<file path="config.mk">
export PLATFORM = sky130hd
export DESIGN_NAME = bram_stream_reader
export DESIGN_NICKNAME = d
export VERILOG_FILES = /design/src/rtl/bram_stream_reader_pkg.sv /design/src/rtl/bram_stream_reader_fifo2.sv /design/src/rtl/bram_stream_reader.sv
export SDC_FILE = /design/constraint.sdc
export NUM_CORES = 1
export LEC_CHECK = 0
export ABC_AREA = 1
export CELL_PAD_IN_SITES_DETAIL_PLACEMENT = 1
export CELL_PAD_IN_SITES_GLOBAL_PLACEMENT = 1
export CORE_UTILIZATION = 30
export CTS_CLUSTER_SIZE = 40
export DETAILED_ROUTE_END_ITERATION = 10
export GPL_TIMING_DRIVEN = 0
export PLACE_DENSITY_LB_ADDON = 0.1
export SETUP_SLACK_MARGIN = 0.4
export SLEW_MARGIN = 20
export SYNTH_ARGS = -nofsm -noshare
export SYNTH_HDL_FRONTEND = slang
export SYNTH_SLANG_ARGS = --single-unit
</file>
<file path="constraint.sdc">
create_clock -name CLK -period 5.7 [get_ports CLK]
set_clock_uncertainty 0.1 [all_clocks]
set_input_delay 0.855 -clock CLK [delete_from_list [all_inputs] [get_ports CLK]]
set_output_delay 0.855 -clock CLK [all_outputs]
set_load 0.005 [all_outputs]
</file>
<file path="src/rtl/bram_stream_reader_pkg.sv">
// Shared definitions for the block-RAM stream front ends (read side now, write side later).
package bram_stream_reader_pkg;

    typedef enum logic {
        IDLE = 1'b0,
        RUN  = 1'b1
    } state_e;

    // Width of the 2-entry output buffer occupancy count (0..2).
    localparam int unsigned OCC_WIDTH = 2;

endpackage

</file>
<file path="src/rtl/bram_stream_reader_fifo2.sv">
// Two-entry registered FIFO; entry 0 is always the head, so head outputs come straight from flops.
module fifo2
    import bram_stream_reader_pkg::*;
#(
    parameter int unsigned WIDTH = 33
) (
    input  logic                 clk,
    input  logic                 rst,
    input  logic                 push,
    input  logic [WIDTH-1:0]     push_data,
    input  logic                 pop,
    output logic                 head_valid,
    output logic [WIDTH-1:0]     head_data,
    output logic [OCC_WIDTH-1:0] count
);

    logic [WIDTH-1:0]     e0_q, e0_d;
    logic [WIDTH-1:0]     e1_q, e1_d;
    logic [OCC_WIDTH-1:0] count_q, count_d;
    logic                 pop_ok;
    logic                 push_ok;

    assign pop_ok  = pop && (count_q != '0);
    assign push_ok = push && ((count_q != OCC_WIDTH'(2)) || pop_ok);

    // Next entry contents and occupancy for every push/pop combination.
    always_comb begin
        e0_d    = e0_q;
        e1_d    = e1_q;
        count_d = count_q;
        case ({push_ok, pop_ok})
            2'b10: begin
                if (count_q == '0) begin
                    e0_d = push_data;
                end else begin
                    e1_d = push_data;
                end
                count_d = count_q + OCC_WIDTH'(1);
            end
            2'b01: begin
                e0_d    = e1_q;
                count_d = count_q - OCC_WIDTH'(1);
            end
            2'b11: begin
                if (count_q == OCC_WIDTH'(1)) begin
                    e0_d = push_data;
                end else begin
                    e0_d = e1_q;
                    e1_d = push_data;
                end
            end
            default: ;
        endcase
    end

    // Occupancy register; reset empties the FIFO.
    always_ff @(posedge clk) begin
        if (rst) begin
            count_q <= '0;
        end else begin
            count_q <= count_d;
        end
    end

    // Entry storage; contents are don't-care while the matching slot is empty.
    always_ff @(posedge clk) begin
        e0_q <= e0_d;
        e1_q <= e1_d;
    end

    assign head_valid = (count_q != '0);
    assign head_data  = e0_q;
    assign count      = count_q;

endmodule

</file>
<file path="src/rtl/bram_stream_reader.sv">
// Burst read front end for the dual-port block RAM: issues reads, captures registered
// read data into a 2-entry buffer and presents it as a valid/ready stream.
module bram_stream_reader
    import bram_stream_reader_pkg::*;
#(
    parameter int unsigned ADDR_WIDTH = 10,
    parameter int unsigned DATA_WIDTH = 32,
    parameter int unsigned LEN_WIDTH  = 11
) (
    input  logic                  CLK,
    input  logic                  RESET,
    input  logic                  CMD_VALID,
    output logic                  CMD_READY,
    input  logic [ADDR_WIDTH-1:0] CMD_ADDR,
    input  logic [LEN_WIDTH-1:0]  CMD_LEN,
    output logic [ADDR_WIDTH-1:0] RAM_RD_ADDR,
    output logic                  RAM_RE,
    input  logic [DATA_WIDTH-1:0] RAM_DO,
    input  logic                  SNOOP_WE,
    input  logic [ADDR_WIDTH-1:0] SNOOP_WR_ADDR,
    output logic                  OUT_VALID,
    input  logic                  OUT_READY,
    output logic [DATA_WIDTH-1:0] OUT_DATA,
    output logic                  OUT_LAST,
    output logic                  BUSY
);

    state_e                state_q, state_d;
    logic [ADDR_WIDTH-1:0] addr_q, addr_d;
    logic [LEN_WIDTH-1:0]  rem_q, rem_d;
    logic                  infl_q, infl_d;
    logic                  infl_last_q, infl_last_d;

    logic                  head_valid;
    logic [DATA_WIDTH:0]   head_data;
    logic [OCC_WIDTH-1:0]  count;
    logic                  pop;
    logic                  accept;
    logic                  collide;
    logic                  issue;
    logic                  drained;
    logic [OCC_WIDTH:0]    occ_after;

    assign accept    = CMD_VALID && CMD_READY;
    assign pop       = head_valid && OUT_READY;
    assign occ_after = (OCC_WIDTH+1)'(count) + (OCC_WIDTH+1)'(infl_q) - (OCC_WIDTH+1)'(pop);
    assign collide   = SNOOP_WE && (SNOOP_WR_ADDR == addr_q);
    assign issue     = (state_q == RUN) && (rem_q != '0) &&
                       (occ_after < (OCC_WIDTH+1)'(2)) && !collide;
    // Buffer empty after this cycle's pop, so CMD_READY rises right after the last handshake.
    assign drained   = (rem_q == '0) && !infl_q && (occ_after == '0);

    // State register.
    always_ff @(posedge CLK) begin
        if (RESET) begin
            state_q <= IDLE;
        end else begin
            state_q <= state_d;
        end
    end

    // Next-state logic: zero-length commands are accepted but never leave IDLE.
    always_comb begin
        state_d = state_q;
        case (state_q)
            IDLE: if (accept && (CMD_LEN != '0)) state_d = RUN;
            RUN:  if (drained) state_d = IDLE;
            default: state_d = IDLE;
        endcase
    end

    // FSM outputs and RAM read port.
    always_comb begin
        CMD_READY   = (state_q == IDLE);
        BUSY        = (state_q == RUN);
        RAM_RE      = issue;
        RAM_RD_ADDR = addr_q;
    end

    // Address/length counters and the in-flight read tag.
    always_comb begin
        addr_d      = addr_q;
        rem_d       = rem_q;
        infl_d      = issue;
        infl_last_d = infl_last_q;
        if (accept) begin
            addr_d = CMD_ADDR;
            rem_d  = CMD_LEN;
        end else if (issue) begin
            addr_d      = addr_q + ADDR_WIDTH'(1);
            rem_d       = rem_q - LEN_WIDTH'(1);
            infl_last_d = (rem_q == LEN_WIDTH'(1));
        end
    end

    // Counter registers; reset drops any in-flight read.
    always_ff @(posedge CLK) begin
        if (RESET) begin
            addr_q      <= '0;
            rem_q       <= '0;
            infl_q      <= 1'b0;
            infl_last_q <= 1'b0;
        end else begin
            addr_q      <= addr_d;
            rem_q       <= rem_d;
            infl_q      <= infl_d;
            infl_last_q <= infl_last_d;
        end
    end

    fifo2 #(
        .WIDTH(DATA_WIDTH + 1)
    ) u_fifo2 (
        .clk       (CLK),
        .rst       (RESET),
        .push      (infl_q),
        .push_data ({infl_last_q, RAM_DO}),
        .pop       (pop),
        .head_valid(head_valid),
        .head_data (head_data),
        .count     (count)
    );

    assign OUT_VALID = head_valid;
    assign OUT_DATA  = head_data[DATA_WIDTH-1:0];
    assign OUT_LAST  = head_data[DATA_WIDTH];

endmodule

</file>
======== Word-level counts from Yosys, hierarchy flattened ========
Index checks and enable logic that the tools add are counted.
storage, ports and cells
  logic and storage cells ................. 68
  input bits .............................. 68
  output and inout bits ................... 47
  register bits after elaboration ......... 92
operators by class
  $add $sub $neg .......................... 6
  magnitude comparators ................... 1
  multiplexer cells ....................... 14
  bitwise logic cells ..................... 2
  equal/unequal tests ..................... 10
  reductions and logical operators ........ 27
operators by type and width
  cell                     number
  $mux W33                 4
  $pmux W33 S3             1
  $pmux W33 S2             1
  $mux W11                 2
  $reduce_bool A11 Y1      2
  $mux W10                 2
  $eq A11 B1 Y1 const B    1
  $logic_and A1 B1 Y1      11
  $logic_not A11 Y1        1
  $sub A11 B1 Y11 const B  1
  $add A10 B1 Y10 const B  1
  $eq A10 B10 Y1           1
  $reduce_bool A2 Y1       4
  $ne A2 B2 Y1 const B     3
  $eq A2 B1 Y1 const B     2
  $eq A2 B2 Y1 const B     2
  $pmux W2 S2              1
  $reduce_and A2 Y1        2
  $add A2 B1 Y3            1
  $logic_not A3 Y1         1
  $lt A3 B2 Y1 const B     1
  $reduce_and A3 Y1        1
  $reduce_bool A3 Y1       1
  $sub A3 B1 Y3            1
  9 further kinds          12

======== Depth between registers and ports, before layout ========
  depth in word-level cells ............... 8
  gate-level depth with buffers ........... 21
  gate-level depth less buffers ........... 20

======== By module ========
Synthesis repeated with hierarchy kept, for this count alone.
unflattened totals
  cells, all modules ...................... 515
  area total of the unflattened synthesis .. 4603.2 µm²
by module, submodules not included
  module              area an instance (µm²)  cells each  sequential area each (µm²)  instances
  fifo2               2696.3                  202         2021.9                      1
  bram_stream_reader  1906.8                  313         480.5                       1

======== Worst setup path after synthesis ========
OpenSTA, ideal clock, no wires.
  path type ............................... in2reg
  from .................................... input port OUT_READY
  to ...................................... register u_fifo2.e1_q[0], enable pin
  data arrival time ....................... 3.574 ns
  path slack .............................. 1.553 ns
  stages on the path ...................... 4
  setup time .............................. 0.474 ns
  path buffers ............................ 0
  data required time ...................... 5.126 ns
  cell sequence ........................... nand2_1 -> inv_1 -> o21ai_0 -> a211oi_1
between the ends
  cells in the longest elaborated chain, start to end .. 7
  elaborated cells on any way between the ends .. 10
  classes of those cells .................. 4 x eq/ne; 6 x reduce/logical
ends and longest elaborated chain
  element                                                                     line                            RTL
  from (decl)                                                                 bram_stream_reader.sv:22        input logic OUT_READY,
  $logic_and A1 B1 Y1 *                                                       bram_stream_reader.sv:45        assign pop = head_valid && OUT_READY;
  $logic_and A1 B1 Y1 *                                                       bram_stream_reader_fifo2.sv:23  assign pop_ok = pop && (count_q != '0);
  $logic_or A1 B1 Y1                                                          bram_stream_reader_fifo2.sv:24  assign push_ok = push && ((count_q != OCC_WIDTH'(2)) || pop_ok);
  $logic_and A1 B1 Y1                                                         bram_stream_reader_fifo2.sv:24
  $eq A2 B2 Y1                                                                bram_stream_reader_fifo2.sv:31  case ({push_ok, pop_ok})
  $ne A2 B2 Y1 (no source line) / $reduce_bool A2 Y1 (equally long branches)  -
  $reduce_and A3 Y1 (no source line) *                                        -
  to (signal assigned)                                                        bram_stream_reader_fifo2.sv:68  e1_q <= e1_d;
  to (decl)                                                                   bram_stream_reader_fifo2.sv:18  logic [WIDTH-1:0] e1_q, e1_d;
Every way passes the cells marked *; elsewhere a longest branch is shown, timed or not.
A chain may end at the register's enable or synchronous reset.

======== Worst setup path in the final report ========
  from .................................... input port OUT_READY
  to ...................................... output port RAM_RE
between the ends
  cells in the longest elaborated chain, start to end .. 5
ends and longest elaborated chain
  element              line                      RTL
  $logic_and A1 B1 Y1  bram_stream_reader.sv:45
  $sub A3 B1 Y3        bram_stream_reader.sv:46  assign occ_after = (OCC_WIDTH+1)'(count) + (OCC_WIDTH+1)'(infl_q) - (OCC_WIDTH+1)'(pop);
  $lt A3 B2 Y1         bram_stream_reader.sv:49  (occ_after < (OCC_WIDTH+1)'(2)) && !collide;
  $logic_and A1 B1 Y1  bram_stream_reader.sv:48  assign issue = (state_q == RUN) && (rem_q != '0) &&
  $logic_and A1 B1 Y1  bram_stream_reader.sv:49
  to (decl)            bram_stream_reader.sv:17  output logic RAM_RE,
Every way passes these cells.

==> flow_summary.toml <==
[setup_path]
critPathRequiredTime_ns = 4.74
cp_num_cells = 15
crit_chain = "clkdlybuf4s50_1 -> nand2_1 -> inv_1 -> ha_1 -> inv_1 -> ha_1 -> inv_1 -> fa_1 -> nand3_1 -> nor2_1 -> nand2_1 -> inv_2 -> nand2_4 -> inv_1 -> clkdlybuf4s50_1"
regToRegSetupSlack_ns = 2.45
cpPeakStageDelay_ns = 0.54
cp_slowest_cell = "clkdlybuf4s50_1"
worst-path-buf-inv = 7
crit_type = "input port to primary output"
start_kind = "input port"
cp_top_family = "buffers and inverters"
critPathArrivalTime_ns = 3.67
rr_startpoint = "u_fifo2.count[1]"
r2r-end = "RAM_RD_ADDR[4]"
r2r_cells = 19
path_max_fanout = 7
crit_top_cell = "inv_1"
crit_path_end_kind = "primary output"

[detailed_routing]
ant_nets = 0
routedWlPerCell_um = 15.33
initialDrtViolationCount = 196
drc = 0
routed_via_density = 4.672
drt_pass1_iterations = 4
wl_mm = 11.57
via_count = 3527

[clocking]
clock-sinks = 92
h-tree-depth = 3
clkTransAtPathRegs_ns = 0.07
clockBufferDepth = 2
cts_buffers = 9
insertion_delay_ns = 0.35
post_cts_buffers = 0
root_buffer = "clkbuf_16"
cts_tree = "yes"
postCtsHoldBufs = 0
cts_resized = 0

[global_routing]
grt_overflow = 0
grt_max_degree = 23
grt_pass1_wl_mm = 18.73
antenna_found_initial = 0
grt_pass1_vias = 3630
grt_util_all_layers_pct = 16.39

[finish]
fillerInstances = 1609
drive_above_1_share_pct = 13.39
area_growth_pct = 39.20
final_common_cell = "nand2_1"
final_cell_mix = "115 x nand2_1, 113 x clkdlybuf4s50_1, 66 x edfxtp_1"
num_antenna_cells = 0
nNetsFinal = 648
final-instance-count-excl-fill = 755
multi_input_area_um2 = 1682
seqCellArea_um2 = 2502

[synth]
synth_edf_count = 66
netlist_area_um2 = 4408
ys_seq_area_share_pct = 56.77
ys.flop_type = "edfxtp_1"
yosysUniqueCellTypes = 32
netlist_instances = 443
syn_nets = 521
avgSynthCellArea_um2 = 9.950
yosys_warnings = 0
synth-async-reset-ratio_pct = 0
ys_ff_latch = 92

[sta]
hold_violations = 0
timing.final.crit_share_pct = 81.10
min_period_ns = 4.623
setup_viol = 0
rsz0062_at_grt = "no"
worst_pin_slew_ns = 0.7227
maxSlewViolCount = 0
max_slew_margin_pct = 51.67
finalSetupTns_ns = 0
clock.fmax_ghz = 0.2163
fin_hold_ws_ns = 0.3670

[power_and_ir_drop]
leakage_nw = 2.327
power_density_nw_per_um2 = 454.0
power_switching_mw = 0.9815
max-vdd-ir-drop_mv = 0.1717
internal_power_mw = 1.804
sw_frac_of_total_pct = 35.23
pwr-share-seq_pct = 37.2
pwr-share-comb_pct = 41.8
power.total_mw = 2.786
pwr-share-clk_pct = 21.0

[place]
port_buffers = 113
dp_cells = 739
dp_hpwl_mm = 8.663
place.gp.congestion = 0.7805

[floorplan]
die_w_um = 123.2
num_rows = 43
initial_core_util_pct = 31.27
boundaryPins = 115
die_area_um2 = 15180
coreArea_um2 = 14100
die_h_um = 123.2

[hold_path]
min_to = "u_fifo2.e1_q[32]"
min-delay-start = "infl_last_q"
hold_path_class = "flop to flop"
hold_depth = 0

[outcome]
status = "finished, final reports clean"

[run]
drv_cap = 0
==> area by class of cell <==
class | instances | share of cell area [%]
Multi-Input combinational cell | 293 | 27.41
Sequential cell | 92 | 40.78
Clock buffer | 9 | 3.670
Tap cell | 180 | 3.670
Buffer | 16 | 1.468
Timing Repair Buffer | 116 | 19.37
Clock inverter | 7 | 1.060
Inverter | 42 | 2.569
==> worst max-delay path by stage <==
| stage | from | to | slack (ns) |
|---|---|---|---|
| after floorplan | OUT_READY | u_fifo2.e1_q[0] | 1.55 |
| after global routing | OUT_READY | RAM_RE | 0.86 |
| final | OUT_READY | RAM_RE | 1.08 |
| after global placement | OUT_READY | u_fifo2.e1_q[6] | -0.60 |
| after detailed placement | OUT_READY | RAM_RE | 1.05 |
| after CTS | OUT_READY | RAM_RE | 1.06 |
==> flip-flops by register name, summed over array words and instances, names as in the netlist <==
| signal | cells |
|---|---|
| RAM_RD_ADDR | 10 |
| u_fifo2.e1_q | 33 |
| u_fifo2.head_data | 33 |
| BUSY | 1 |
| infl_q | 1 |
| infl_last_q | 1 |
| rem_q | 11 |
| u_fifo2.count | 2 |
==> power by group through the flow <==
stage               Clock, mW  Combinational, mW  Sequential (mW)
finish                  0.584               1.16             1.04
floorplan                   0              0.664             1.05
global placement            0               1.11             1.07
CTS                     0.608               1.19             1.04
global route            0.629               1.32             1.06
detailed placement          0               1.18             1.06
==> kinds of logic (layout without fill, tap and decap cells) <==
| group | after synthesis | after routing | share of synthesized area (%) |
|---|---|---|---|
| muxes | 34 | 34 | 8.686 |
| AOI/OAI and AO/OA | 44 | 44 | 5.109 |
| DFF | 92 | 92 | 56.77 |
| xor gates and xnor gates | 11 | 11 | 2.186 |
| and+or+nand+nor | 194 | 194 | 18.62 |
| adders and majority gates | 10 | 10 | 3.009 |
| buffers and inverters | 58 | 190 | 5.620 |
==> Yosys cell counts (2+ instances only) <==
master | n | area, um^2
nand2_1 | 115 | 431.7
edfxtp_1 | 66 | 1982
nand3_1 | 41 | 205.2
inv_1 | 36 | 135.1
mux2_2 | 34 | 382.9
dfxtp_1 | 26 | 520.5
a21oi_1 | 24 | 120.1
nor2_1 | 23 | 86.33
o21ai_0 | 17 | 85.08
ha_1 | 9 | 112.6
xor2_1 | 7 | 61.31
buf_2 | 6 | 30.03
clkbuf_1 | 5 | 18.77
inv_2 | 5 | 18.77
nor2_2 | 4 | 25.02
nor3_1 | 4 | 20.02
xnor2_1 | 4 | 35.03
buf_4 | 2 | 15.01
buf_6 | 2 | 22.52
==> worst reg2reg max path, stage by stage (launching register included) <==
cell,delay (ns)
dfxtp_1,0.45
inv_2,0.08
ha_1,0.23
inv_1,0.15
nand2_1,0.16
inv_1,0.15
ha_1,0.24
inv_1,0.05
ha_1,0.13
inv_1,0.05
fa_1,0.47
nand3_1,0.10
nor2_1,0.10
nand2_1,0.08
inv_2,0.07
nand2_4,0.08
nand2_2,0.09
buf_4,0.18
nand2_1,0.07
a21oi_1,0.14
==> layer usage <==
metal | GRT usage (%) | part of all wire [%]
met5 | 0 | 0
met4 | 6.175 | 1.5
met3 | 3.736 | 5.2
met2 | 27.41 | 47
met1 | 20.52 | 46
==> metrics by stage <==
step           setup slack, ns  instance area, um^2  util [%]
4_1_cts                  1.057                 6136     43.53
2_1_floorplan            1.553                 4408         -
5_1_grt                 0.8626                 6136     43.53
3_3_place_gp           -0.6023                 5764     40.89
3_5_place_dp             1.054                 5846     41.47
6_report                 1.077                 6136     43.53
No activity file was read; power rests on OpenSTA's default activity.
